$ cat config.mk
export PLATFORM = sky130hd
export DESIGN_NAME = piezo_tone_gen_flat
export DESIGN_NICKNAME = d
export VERILOG_FILES = /design/src/rtl/piezo_tone_if.sv /design/src/rtl/piezo_tone_gen.sv /design/src/flat_wrapper.sv
export SDC_FILE = /design/constraint.sdc
export NUM_CORES = 1
export LEC_CHECK = 0
export CORE_MARGIN = 1.5
export CORE_UTILIZATION = 60
export CTS_CLUSTER_DIAMETER = 30
export CTS_CLUSTER_SIZE = 16
export DETAILED_ROUTE_END_ITERATION = 10
export PLACE_DENSITY = 0.95
export SYNTH_ARGS = -nofsm -noshare
export SYNTH_HDL_FRONTEND = slang
export SYNTH_SLANG_ARGS = --single-unit
$ cat constraint.sdc
create_clock -name clk -period 4.6 [get_ports clk]
set_input_delay 0.92 -clock clk [delete_from_list [all_inputs] [get_ports clk]]
set_output_delay 0.92 -clock clk [all_outputs]
set_load 0.03 [all_outputs]
$ cat src/rtl/piezo_tone_if.sv
// Control and status bundle for the piezo tone generator.
// The master issues note requests; the slave (the generator) drives the piezo outputs.
interface piezo_tone_if #(
  parameter int PER_W = 15,
  parameter int DUR_W = 8
) ();
  logic             clr;
  logic             start;
  logic [PER_W-1:0] note_per;
  logic [DUR_W-1:0] dur;
  logic             mode;
  logic             piezo;
  logic             piezo_n;
  logic             busy;
  logic             done;

  modport master (
    output clr, start, note_per, dur, mode,
    input  piezo, piezo_n, busy, done
  );

  modport slave (
    input  clr, start, note_per, dur, mode,
    output piezo, piezo_n, busy, done
  );
endinterface

$ cat src/rtl/piezo_tone_gen.sv
// Plays one note on a piezo: a square wave of (note_per+1) cycles, repeated dur times.
// Two waveforms are available: the counter MSB, or a 50% duty pulse derived from the period.
module piezo_tone_gen #(
  parameter int PER_W = 15,
  parameter int DUR_W = 8
) (
  input  logic        clk,
  input  logic        rst_n,
  piezo_tone_if.slave bus
);

  typedef enum logic {
    IDLE = 1'b0,
    PLAY = 1'b1
  } state_e;

  state_e           state_q, state_d;
  logic [PER_W-1:0] freq_cnt_q, freq_cnt_d;
  logic [PER_W-1:0] per_lat_q, per_lat_d;
  logic [DUR_W-1:0] rem_q, rem_d;
  logic             mode_q, mode_d;
  logic             piezo_q, piezo_d;
  logic             done_q, done_d;

  logic start_ok;
  logic wrap;
  logic last_wrap;

  assign start_ok  = bus.start && !bus.clr && (state_q == IDLE);
  assign wrap      = (state_q == PLAY) && (freq_cnt_q == per_lat_q);
  assign last_wrap = wrap && (rem_q == DUR_W'(1));

  always_ff @(posedge clk or negedge rst_n) begin
    if (!rst_n) begin
      state_q    <= IDLE;
      freq_cnt_q <= '0;
      per_lat_q  <= '0;
      rem_q      <= '0;
      mode_q     <= 1'b0;
      piezo_q    <= 1'b0;
      done_q     <= 1'b0;
    end else begin
      state_q    <= state_d;
      freq_cnt_q <= freq_cnt_d;
      per_lat_q  <= per_lat_d;
      rem_q      <= rem_d;
      mode_q     <= mode_d;
      piezo_q    <= piezo_d;
      done_q     <= done_d;
    end
  end

  // clr has priority over both a new request and the completion of a note.
  always_comb begin
    state_d = state_q;
    if (bus.clr) begin
      state_d = IDLE;
    end else begin
      case (state_q)
        IDLE:    if (bus.start && (bus.dur != '0)) state_d = PLAY;
        PLAY:    if (last_wrap) state_d = IDLE;
        default: state_d = IDLE;
      endcase
    end
  end

  always_comb begin
    freq_cnt_d = freq_cnt_q;
    per_lat_d  = per_lat_q;
    rem_d      = rem_q;
    mode_d     = mode_q;
    done_d     = 1'b0;
    if (bus.clr) begin
      freq_cnt_d = '0;
      rem_d      = '0;
    end else if (start_ok) begin
      if (bus.dur == '0) begin
        done_d = 1'b1;
      end else begin
        per_lat_d  = bus.note_per;
        mode_d     = bus.mode;
        rem_d      = bus.dur;
        freq_cnt_d = '0;
      end
    end else if (state_q == PLAY) begin
      if (wrap) begin
        freq_cnt_d = '0;
        rem_d      = rem_q - DUR_W'(1);
        done_d     = last_wrap;
      end else begin
        freq_cnt_d = freq_cnt_q + PER_W'(1);
      end
    end
  end

  // The piezo level is computed from next-state values so the flop output lines up with the counter.
  always_comb begin
    piezo_d = 1'b0;
    if (state_d == PLAY) begin
      if (mode_d) piezo_d = (freq_cnt_d <= (per_lat_d >> 1));
      else        piezo_d = freq_cnt_d[PER_W-1];
    end
  end

  assign bus.piezo   = piezo_q;
  assign bus.piezo_n = ~piezo_q;
  assign bus.busy    = (state_q == PLAY);
  assign bus.done    = done_q;

endmodule

$ cat src/flat_wrapper.sv
// flat-port wrapper written by rule: the top's interface ports become plain ports
module piezo_tone_gen_flat 
#(
  parameter int PER_W = 15,
  parameter int DUR_W = 8
)
  (clk, rst_n, bus_clr, bus_start, bus_note_per, bus_dur, bus_mode, bus_piezo, bus_piezo_n, bus_busy, bus_done);
  piezo_tone_if #(.PER_W(PER_W), .DUR_W(DUR_W)) bus_i ();
  input  logic clk;
  input  logic rst_n;
  input wire logic [$bits(bus_i.clr)-1:0] bus_clr;
  input wire logic [$bits(bus_i.start)-1:0] bus_start;
  input wire logic [$bits(bus_i.note_per)-1:0] bus_note_per;
  input wire logic [$bits(bus_i.dur)-1:0] bus_dur;
  input wire logic [$bits(bus_i.mode)-1:0] bus_mode;
  output wire logic [$bits(bus_i.piezo)-1:0] bus_piezo;
  output wire logic [$bits(bus_i.piezo_n)-1:0] bus_piezo_n;
  output wire logic [$bits(bus_i.busy)-1:0] bus_busy;
  output wire logic [$bits(bus_i.done)-1:0] bus_done;
  assign bus_i.clr = bus_clr;
  assign bus_i.start = bus_start;
  assign bus_i.note_per = bus_note_per;
  assign bus_i.dur = bus_dur;
  assign bus_i.mode = bus_mode;
  assign bus_piezo = bus_i.piezo;
  assign bus_piezo_n = bus_i.piezo_n;
  assign bus_busy = bus_i.busy;
  assign bus_done = bus_i.done;
  piezo_tone_gen #(.PER_W(PER_W), .DUR_W(DUR_W)) u_core (.clk(clk), .rst_n(rst_n), .bus(bus_i));
endmodule
Word-level counts from Yosys, hierarchy flattened
Index checks and enable logic that the tools add are counted.
W data, S select, Z words.
Cells by class
  add/sub/neg operators: 2
  multiply operators: 0
  div/mod/pow operators: 0
  magnitude comparators: 1
  eq/ne operators: 3
  shifts and indexed selects: 0
  multiplexer cells: 27
  bitwise gates (word level): 4
  reduce and logical (&&, ||, !) cells: 12
Operators by type and width (count)
  $mux W15: 8
  $mux W8: 5
  $add A15 B1 Y15 const B: 1
  $eq A15 B15 Y1: 1
  $le A15 B14 Y1: 1
  $mux W1: 13
  $eq A8 B1 Y1 const B: 1
  $logic_not A8 Y1: 1
  $reduce_bool A8 Y1: 1
  $sub A8 B1 Y8 const B: 1
  $reduce_and A3 Y1: 2
  $reduce_bool A3 Y1: 2
  $logic_and A1 B1 Y1: 5
  $not A1 Y1: 4
  $ne A3 B3 Y1 const B: 1
  $pmux W1 S2: 1
  $logic_not A1 Y1: 1
Word-level totals
  bits in registers: 42
  bits in latches: 0
  memory bits (writable): 0
  ROM bits: 0
  input bits: 28
  logic and storage cells: 57
  memories kept: 0

Longest topological paths before layout
  depth in word-level cells: 9
  depth in mapped cells: 15
  depth with buffers taken out: 13

Least setup slack after synthesis
OpenSTA, ideal clock, no wires.
  path type: input to register
  start: in bus_dur[5]
  end: reg u_core.piezo_q (netlist: u_core.bus.piezo)
  library setup time: 78 ps
  arrival time: 3584 ps
  required time: 4522 ps
  slack: 939 ps
  cell stages on the path: 10
  buffers on the path: 0
  cells stage by stage: or4_1 -> nor2_2 -> nand2_1 -> a311oi_1 -> ha_1 -> a2111o_1 -> o221ai_1 -> a31oi_1 -> or3_1 -> a21boi_1
Between the ends
  cells in the longest elaborated chain, start to end: 7
  elaborated cells between the ends (all ways): 18
  classes of those cells: 1 x order compare; 14 x mux; 3 x reduce/logical
RTL lines
  from (decl): line flat_wrapper.sv:14  | input wire logic [$bits(bus_i.dur)-1:0] bus_dur;
  $logic_not A8 Y1: line piezo_tone_gen.sv:77  | if (bus.dur == '0) begin
  $mux W15: line piezo_tone_gen.sv:77
  $mux W15: line piezo_tone_gen.sv:76  | end else if (start_ok) begin
  $mux W15: line piezo_tone_gen.sv:73  | if (bus.clr) begin
  named net u_core.freq_cnt_d[4]: line piezo_tone_gen.sv:18  | logic [PER_W-1:0] freq_cnt_q, freq_cnt_d;
  $le A15 B14 Y1: line piezo_tone_gen.sv:100  | if (mode_d) piezo_d = (freq_cnt_d <= (per_lat_d >> 1));
  $mux W1: line piezo_tone_gen.sv:100
  $mux W1: line piezo_tone_gen.sv:99  | if (state_d == PLAY) begin
  named net u_core.piezo_d: line piezo_tone_gen.sv:22  | logic piezo_q, piezo_d;
  to (signal assigned): line piezo_tone_gen.sv:48  | piezo_q <= piezo_d;
  to (decl): line piezo_tone_gen.sv:22
The timed path passes the listed nets, and every way through them passes these cells.
A chain may end at the register's enable or synchronous reset.

Worst setup path in the final report
Same ends and word-level chain as after synthesis.

==> metrics <==
Hold/Removal Path Class=flip-flop to flip-flop; Clock Tree Buf Depth=2; Die ar.=4846 µm²; Reg area=1051 µm²; critical setup path kind=input pin to flip-flop; Post-synth top cells=dfrtp_1, nor2_1, inv_1; vias in the first global route=2260; ANT cells=0; Via density=6.333; synthesized net count=321; GR Overflow Total=0; Distinct cells, synth=57; post-synthesis cell area=2663 µm²; area grow syn2layout=16.17%; largest net degree at the start of global routing=43; main area contributors after synthesis=dfrtp_1, ha_1, xnor2_1; WHS=0.5152 ns; Cell Rows=24; Critical Path RT=4.82 ns; count leader, synth=dfrtp_1; CP max-delay cell=or4_1; final setup violation count=0; combinational share of power=25.3%; Max Fclk=0.2401 GHz; ys flop type=dfrtp_1; Pint=0.0006329 W; Post-synth EDFFs=0; worst relative slew slack=37.05%; Hold Fails Final Rpt=0; WL/cell=17.88 µm; clk sinks=42; Core Footprint=4324 µm²; CTS tree=built; ys async rst share=100.0%; initial antenna violation count=0; PostCTS Resize Cnt=0; post-synthesis sequential area ratio=39.47%; die width=69.62 µm; Total GRT Usage=28.62%; Clk pin slew, worst setup/hold paths=0.08 ns; Initial Util=61.57%; Largest delay share family, worst path=simple AND/OR/NAND/NOR gates; Num CTS Buffers=5; Yosys reg bits=42; Pwr Density=299.4 nW/µm²; Routed Antenna Nets=0; Setup TNS=0 ns; CP endpoint kind=flip-flop; number of remaining DRC errors=0; Cells after Synth=276; H-Tree Depth=2; Max Cap Viol=0; status=completed; Sw Ratio=31.66%; Synth top area share=39.47%; layout cells sized above 1=8.360%; post-detailed-placement half-perimeter wirelength=4757 µm; Flop pwr share=47.5%; syn_area_per_cell=9.647 µm²; Tmin final=4.164 ns; worst-path maximum fanout=8; clock share of power=27.2%; Final Net Count=355; final wirelength=6490 µm; global-route wire length before repair=11000 µm; unrepaired setup endpoints after global routing=no; area of the multi-input gates=1475 µm²; Cell Chain, Critical Path=clkdlybuf4s50_1 -> or4_1 -> nor2_2 -> nand2_1 -> o311a_1 -> nor3_1 -> ha_1 -> nand4_1 -> or4_1 -> o21ai_0 -> a31oi_1 -> or3_1 -> a21boi_1; crit path launch type=input pin; switching power=0.0002932 W; Slew Limit Fails=0; chip height=69.62 µm; crit path DAT=4.39 ns; CP max stage delay=0.59 ns; IR drop worst, VDD=0.1935 mV; number of top-level pins=32; hold buffer count at CTS=0; CP Buf/Inv Count=1; clk_lat worst skew=0.30 ns; Synth Warn #=0; Root Driver=clkbuf_8; largest area contributor in the netlist=dfrtp_1; total power=0.0009261 W; via count=2299; Static Leak=1.327 nW; Tightest Pin Transition=0.9442 ns; most frequent CP cell=or4_1; Filler cells=338; Iter 0 DRT Violations=230; TritonRoute pass-1 iters=5; Post-CTS Setup Repair Bufs=0; port bufs=31; worst clock skew=0.004346 ns; GPL Wtd Cong=0.9173; fin crit share=90.53%
[per-stage QoR]
stage | utilization [%] | instances | worst slack, ns | area [µm²]
finish | 71.53 | 363 | 0.4358 | 3093
CTS | 71.53 | 363 | 0.4857 | 3093
global placement | 69.42 | 355 | 0.3008 | 3002
global route | 71.53 | 363 | 0.2470 | 3093
floorplan | - | 276 | 0.9387 | 2663
detailed placement | 69.42 | 355 | 0.1898 | 3002
[final cells by class]
cell class                      instances  share of cell area [%]
Sequential cell                        42                   33.98
Clock inverter                          1                  0.1618
Multi-Input combinational cell        207                   47.69
Tap cell                               52                   2.104
Timing Repair Buffer                   36                   11.08
Clock buffer                            7                   2.791
Inverter                               18                   2.184
[flip-flops by register name (all words and copies together) (netlist names)]
| name | count |
|---|---|
| u_core.bus.piezo | 1 |
| u_core.rem_q | 8 |
| u_core.bus.busy | 1 |
| u_core.bus.done | 1 |
| u_core.per_lat_q | 15 |
| u_core.mode_q | 1 |
| u_core.freq_cnt_q | 15 |
[tightest hold or removal path, stage by stage (launching register included)]
cell	delay [ns]
dfrtp_1	0.35
o21ai_1	0.06
o21ai_1	0.07
[power groups by stage]
stage / logic, W / registers [W] / clock network [W]
finish: 0.000234 / 0.000440 / 0.000252
global route: 0.000261 / 0.000445 / 0.000265
CTS: 0.000233 / 0.000439 / 0.000249
detailed placement: 0.000230 / 0.000446 / 0
global placement: 0.000220 / 0.000444 / 0
floorplan: 0.000152 / 0.000440 / 0
[metal layers]
metal | track usage, % | wire length, µm | vias up
met2 | 47.01 | 3160 | 110
met5 | 0 | 0 | -
met1 | 39.16 | 2715 | 1097
met4 | 10.47 | 169 | 0
li1 | - | - | 1072
met3 | 3.634 | 444 | 20
[cells in the final DEF, fill, tap and decap left out, types with 9 or more instances in the layout]
master,synthesis,routed
nor2_1,22,22
nand4_1,9,9
o21ai_0,9,9
o21ai_1,13,13
nand2_1,13,13
mux2i_1,13,13
dfrtp_1,42,42
inv_1,18,18
ha_1,17,17
clkdlybuf4s50_1,0,30
a21oi_1,17,17
xnor2_1,17,17
[cell families (layout without fill, tap and decap cells)]
group	after synthesis	in the layout	synth area share, %
mux	17	17	6.579
compound gates	63	63	14.66
flops	42	42	39.47
xor+xnor	19	19	6.532
fa+ha+maj	17	17	7.989
simple gates	91	91	19.64
buf+inv	27	62	5.122
[worst paths after layout]
check | from | endpoint | slack [ns] | depth (start not counted)
min in group asynchronous | rst_n | u_core.rem_q[0]$_DFFE_PN0P_ | 0.76 | 1
max in group asynchronous | rst_n | u_core.rem_q[5]$_DFFE_PN0P_ | 3.25 | 1
setup reg to reg | u_core.freq_cnt_q[11]$_DFF_PN0_ | u_core.bus.piezo$_DFF_PN0_ | 0.96 | 15
hold reg to reg | u_core.rem_q[6]$_DFFE_PN0P_ | u_core.rem_q[6]$_DFFE_PN0P_ | 0.52 | 2
setup / recovery | bus_dur[5] | u_core.bus.piezo$_DFF_PN0_ | 0.44 | 13
hold / removal | u_core.rem_q[6]$_DFFE_PN0P_ | u_core.rem_q[6]$_DFFE_PN0P_ | 0.52 | 2
No activity file was read; power rests on OpenSTA's default activity.
